[src/rtl/imem_loader.sv]
// imem_loader: boot loader that writes a checksummed byte-stream image into imem
// and holds the core in reset until a complete, verified image has been loaded.
module imem_loader #(
    parameter int         IMemAddrWidth = 10,
    parameter logic [7:0] SyncByte      = 8'hA5,
    parameter logic       BootHeld      = 1'b1
) (
    input  logic                     clk,
    input  logic                     reset,
    input  logic [7:0]               rx_data,
    input  logic                     rx_valid,
    output logic                     rx_ready,
    output logic                     imem_we,
    output logic [IMemAddrWidth-1:0] imem_addr,
    output logic [31:0]              imem_wdata,
    output logic                     core_reset,
    output logic                     done,
    output logic                     error
);
    localparam int AW = IMemAddrWidth;

    typedef enum logic [2:0] {IDLE, LEN_LO, LEN_HI, DATA, CSUM, DONE, ERR} state_t;

    state_t          state_q, state_d;
    logic [7:0]      nlo_q, nlo_d, sum_q, sum_d;
    logic [AW:0]     n_q, n_d, w_q, w_d;
    logic [1:0]      bc_q, bc_d;
    logic [23:0]     sh_q, sh_d;
    logic            rdy_q, we_q, we_d, done_q, done_d, err_q, err_d, cr_q, cr_d;
    logic [AW-1:0]   addr_q, addr_d;
    logic [31:0]     wdata_q, wdata_d;
    logic            acc;
    logic [31:0]     len;

    assign acc = rx_valid && rdy_q;
    assign len = {16'd0, rx_data, nlo_q};

    assign rx_ready   = rdy_q;
    assign imem_we    = we_q;
    assign imem_addr  = addr_q;
    assign imem_wdata = wdata_q;
    assign core_reset = cr_q;
    assign done       = done_q;
    assign error      = err_q;

    always_ff @(posedge clk) begin
        if (reset) begin
            state_q <= IDLE;
            nlo_q   <= '0;
            sum_q   <= '0;
            n_q     <= '0;
            w_q     <= '0;
            bc_q    <= '0;
            sh_q    <= '0;
            rdy_q   <= 1'b0;
            we_q    <= 1'b0;
            addr_q  <= '0;
            wdata_q <= '0;
            done_q  <= 1'b0;
            err_q   <= 1'b0;
            cr_q    <= BootHeld;
        end else begin
            state_q <= state_d;
            nlo_q   <= nlo_d;
            sum_q   <= sum_d;
            n_q     <= n_d;
            w_q     <= w_d;
            bc_q    <= bc_d;
            sh_q    <= sh_d;
            rdy_q   <= 1'b1;
            we_q    <= we_d;
            addr_q  <= addr_d;
            wdata_q <= wdata_d;
            done_q  <= done_d;
            err_q   <= err_d;
            cr_q    <= cr_d;
        end
    end

    always_comb begin
        state_d = state_q;
        nlo_d   = nlo_q;
        sum_d   = sum_q;
        n_d     = n_q;
        w_d     = w_q;
        bc_d    = bc_q;
        sh_d    = sh_q;
        we_d    = 1'b0;
        addr_d  = addr_q;
        wdata_d = wdata_q;
        done_d  = done_q;
        err_d   = err_q;
        cr_d    = cr_q;
        if (acc) begin
            case (state_q)
                IDLE, DONE, ERR: begin
                    if (rx_data == SyncByte) begin
                        state_d = LEN_LO;
                        done_d  = 1'b0;
                        err_d   = 1'b0;
                        cr_d    = 1'b1;
                        w_d     = '0;
                        sum_d   = '0;
                        bc_d    = '0;
                    end
                end
                LEN_LO: begin
                    nlo_d   = rx_data;
                    state_d = LEN_HI;
                end
                LEN_HI: begin
                    n_d = len[AW:0];
                    if (len > (32'd1 << AW)) begin
                        state_d = ERR;
                        err_d   = 1'b1;
                        cr_d    = 1'b1;
                    end else begin
                        state_d = (len == 32'd0) ? CSUM : DATA;
                    end
                end
                DATA: begin
                    sum_d = sum_q + rx_data;
                    sh_d  = {rx_data, sh_q[23:8]};
                    bc_d  = bc_q + 2'd1;
                    // fourth byte completes a little-endian word
                    if (bc_q == 2'd3) begin
                        we_d    = 1'b1;
                        addr_d  = w_q[AW-1:0];
                        wdata_d = {rx_data, sh_q};
                        w_d     = w_q + 1'b1;
                        if (w_q + 1'b1 == n_q) state_d = CSUM;
                    end
                end
                CSUM: begin
                    if (rx_data == sum_q) begin
                        state_d = DONE;
                        done_d  = 1'b1;
                        cr_d    = 1'b0;
                    end else begin
                        state_d = ERR;
                        err_d   = 1'b1;
                        cr_d    = 1'b1;
                    end
                end
                default: ;
            endcase
        end
    end
endmodule

[config.mk]
export PLATFORM = sky130hd
export DESIGN_NAME = imem_loader
export DESIGN_NICKNAME = d
export VERILOG_FILES = /design/src/rtl/imem_loader.sv
export SDC_FILE = /design/constraint.sdc
export NUM_CORES = 1
export LEC_CHECK = 0
export CAP_MARGIN = 5
export CORE_UTILIZATION = 56
export DETAILED_ROUTE_END_ITERATION = 8
export GPL_TIMING_DRIVEN = 0
export PLACE_DENSITY = 0.8
export SLEW_MARGIN = 25
export SYNTH_ARGS = -nofsm -noshare
export SYNTH_HDL_FRONTEND = slang
export SYNTH_SLANG_ARGS = --single-unit
[constraint.sdc]
create_clock -name clk -period 3.1 [get_ports clk]
set_clock_uncertainty 0.15 [all_clocks]
set_input_delay 0.62 -clock clk [delete_from_list [all_inputs] [get_ports clk]]
set_output_delay 0.62 -clock clk [all_outputs]
set_load 0.05 [all_outputs]
==> flow_metrics.tcl <==
set metrics [dict create \
    syn_inst 617 \
    worstPathArrival_ns 3.18 \
    root_buffer "clkbuf_8" \
    start_kind "input port" \
    crit_path_cell_trace "clkdlybuf4s50_1 -> ha_1 -> or4_1 -> or4_1 -> a21oi_1 -> o211ai_1 -> o21ai_0 -> o2bb2ai_1" \
    cp.depth 8 \
    antenna_found_initial 0 \
    timing_worst_slew_pin_value_ns 0.841 \
    ant_nets 0 \
    fin_util_pct 74.6 \
    synthXorXnorAreaFrac_pct 3.19 \
    yosysSeqAreaShare_pct 46.1 \
    route.detailed.drc 0 \
    hold_viol 0 \
    finalCriticalPeriod_ns 2.93 \
    synth-compound-area-share_pct 16.4 \
    netlist_area_sq_um 4950 \
    timing.critical_path.buf_inv 1 \
    crit_family "simple AND/OR/NAND/NOR gates" \
    die_h_microns 96.0 \
    worstPathRequired_ns 3.35 \
    coreArea_sq_um 8380 \
    globalRouteOverflowTotal 0 \
    post_synth_num_cell_types 56 \
    mostFrequentLayoutCells "152 x nand2_1, 114 x dfxtp_1, 88 x a21oi_1" \
    dieWidth_microns 96.0 \
    synth-edff-count 0 \
    via_per_inst 5.83 \
    cap_violations 0 \
    first_iter_violations 371 \
    synth-main-ff-cell "dfxtp_1" \
    clock_latency_ns 0.52 \
    cts_buffers 17 \
    finalNetCount 712 \
    grt_pass1_vias 4289 \
    yosys_warnings 0 \
    synth_seq_cells 114 \
    start_util_pct 59.0 \
    grt_max_degree 17 \
    num_antenna_cells 0 \
    p_total_mw 3.59 \
    synthMuxAreaShare_pct 3.84 \
    routed_wl_mm 12.7 \
    ios 58 \
    dieArea_sq_um 9220 \
    setup_viol 0 \
    track_usage_pct 30.1 \
    num-fill-cells 620 \
    layout_commonest_cell "nand2_1" \
    fmax_mhz 341 \
    holdBufCountCts 0 \
    syn-num-nets 638 \
    worstPathMaxFanout 5 \
    cp-end-kind "flip-flop" \
    finish.instance_area_sq_um 6250 \
    p_per_area_nw_per_um2 574 \
    crit_slowest_cell "or4_1" \
    dpl_cell_area_sq_um 5630 \
    setup_tns_ns 0 \
    finalMaxSlewViolations 0 \
    async_flop_share_pct 0 \
    rsz0062_at_grt "false" \
    crit_type "in2reg" \
    hold_path_class "in2reg" \
    ir_drop_uv 440 \
    cts_tree "yes" \
    cts_max_level 4 \
    synth_adder_area_share_pct 2.68 \
    rrSetupSlack_ns 0.38 \
    num_rows 33 \
    vias 4716 \
    post_cts_buffers 0 \
    grt_pass1_wl_mm 20.9 \
    cpMostUsedCell "or4_1" \
    maxSlewHeadroom_pct 43.6 \
    synth_simple_gate_area_share_pct 23.8 \
    clk_pin_slew_ns 0.06 \
    drive_gt1_share_pct 6.68 \
    postCtsResizedCells 0 \
    p_leak_nw 2.26 \
    slowest_delay_ns 0.63 \
    status "complete, no violations" \
    hold_depth 3 \
    dr.pass1.iters 6 \
    hpwlAfterDp_mm 8.83 \
    reg2reg_depth 8 \
    clockBufferDepth 2 \
    finalCritPeriodShare_pct 94.6 \
    syn-mean-instance-area_sq_um 8.02 \
    place_congestion 0.961 \
    synth_top_family_by_area "simple AND/OR/NAND/NOR gates" \
    clock_sinks 114 \
    wl_per_cell_microns 15.7 \
    syn_to_final_growth_pct 26.4 \
    port_buffers 55 \
]
[registers in the layout, indices dropped and copies added, names as in the netlist]
| name | count |
|---|---|
| state_q | 3 |
| done | 1 |
| imem_wdata | 32 |
| sum_q | 8 |
| rx_ready | 1 |
| bc_q | 2 |
| core_reset | 1 |
| sh_q | 24 |
| n_q | 11 |
| nlo_q | 8 |
| error | 1 |
| w_q | 11 |
| imem_we | 1 |
| imem_addr | 10 |
[per-layer routing]
metal,vias to the layer above,wire length [microns],track usage (%)
li1,2267,-,-
met5,-,0,0
met3,46,885,6.64
met1,2175,5700,39.1
met2,228,5840,48.2
met4,0,293,12.4
[worst min-delay path: stages]
cell and delay (ns):
buf_6 0.10, or4_1 0.11, nand3_1 0.06
[final cells by class]
cell class / count / area (sq um) / area share [%]
clock inverter: 14 / 200 / 3.20
sequential: 114 / 2280 / 36.5
timing repair buffer: 55 / 556 / 8.88
buffer: 40 / 166 / 2.66
tap: 105 / 131 / 2.10
multi-input combinational: 454 / 2470 / 39.4
inverter: 9 / 33.8 / 0.540
clock buffer: 18 / 418 / 6.68
[cell usage after synthesis (3+ instances only)]
cell	count	area, sq um
a211oi_1	5	37.5
a21o_1	4	30.0
a21oi_1	88	440
a22oi_1	6	45.0
a311oi_1	6	52.6
a31oi_1	3	18.8
and3_1	3	18.8
buf_2	3	15.0
clkbuf_1	32	120
dfxtp_1	114	2280
ha_1	9	113
inv_1	9	33.8
mux2i_1	19	190
nand2_1	152	571
nand3_1	11	55.1
nand4_1	5	31.3
nor2_1	62	233
nor3_1	7	35.0
nor4_1	4	25.0
o21ai_0	8	40.0
or4_1	5	37.5
xnor2_1	13	114
xor2_1	5	43.8
[kinds of logic after synthesis]
group,after synthesis
and+or+nand+nor,270
AOI/OAI and AO/OA,137
adders and majority gates,10
muxes,19
xor gates and xnor gates,18
buffers and inverters,49
DFF,114
[through the flow]
step                hold slack (ns)  cells  worst slack [ns]
floorplan                     0.282    617             0.452
global placement              0.294    777            -0.397
detailed placement            0.296    777            -0.398
CTS                           0.258    809            0.0883
global route                  0.297    809            0.0487
finish                        0.268    809             0.168
[where the power goes]
part	internal (mW)	switching [mW]
combinational	0.0255	0.0606
clock	1.32	0.717
sequential	1.47	0.00108
[final timing paths]
check                             from                   endpoint
max reg2reg        w_q[0]$_SDFFE_PP0P_    state_q[2]$_SDFFE_PP0P_
max                         rx_data[6]    state_q[1]$_SDFFE_PP0P_
min reg2reg  imem_addr[3]$_SDFFE_PP0P_  imem_addr[3]$_SDFFE_PP0P_
min                              reset      sum_q[6]$_SDFFE_PP0P_
Power figures use the tool's default switching activity.
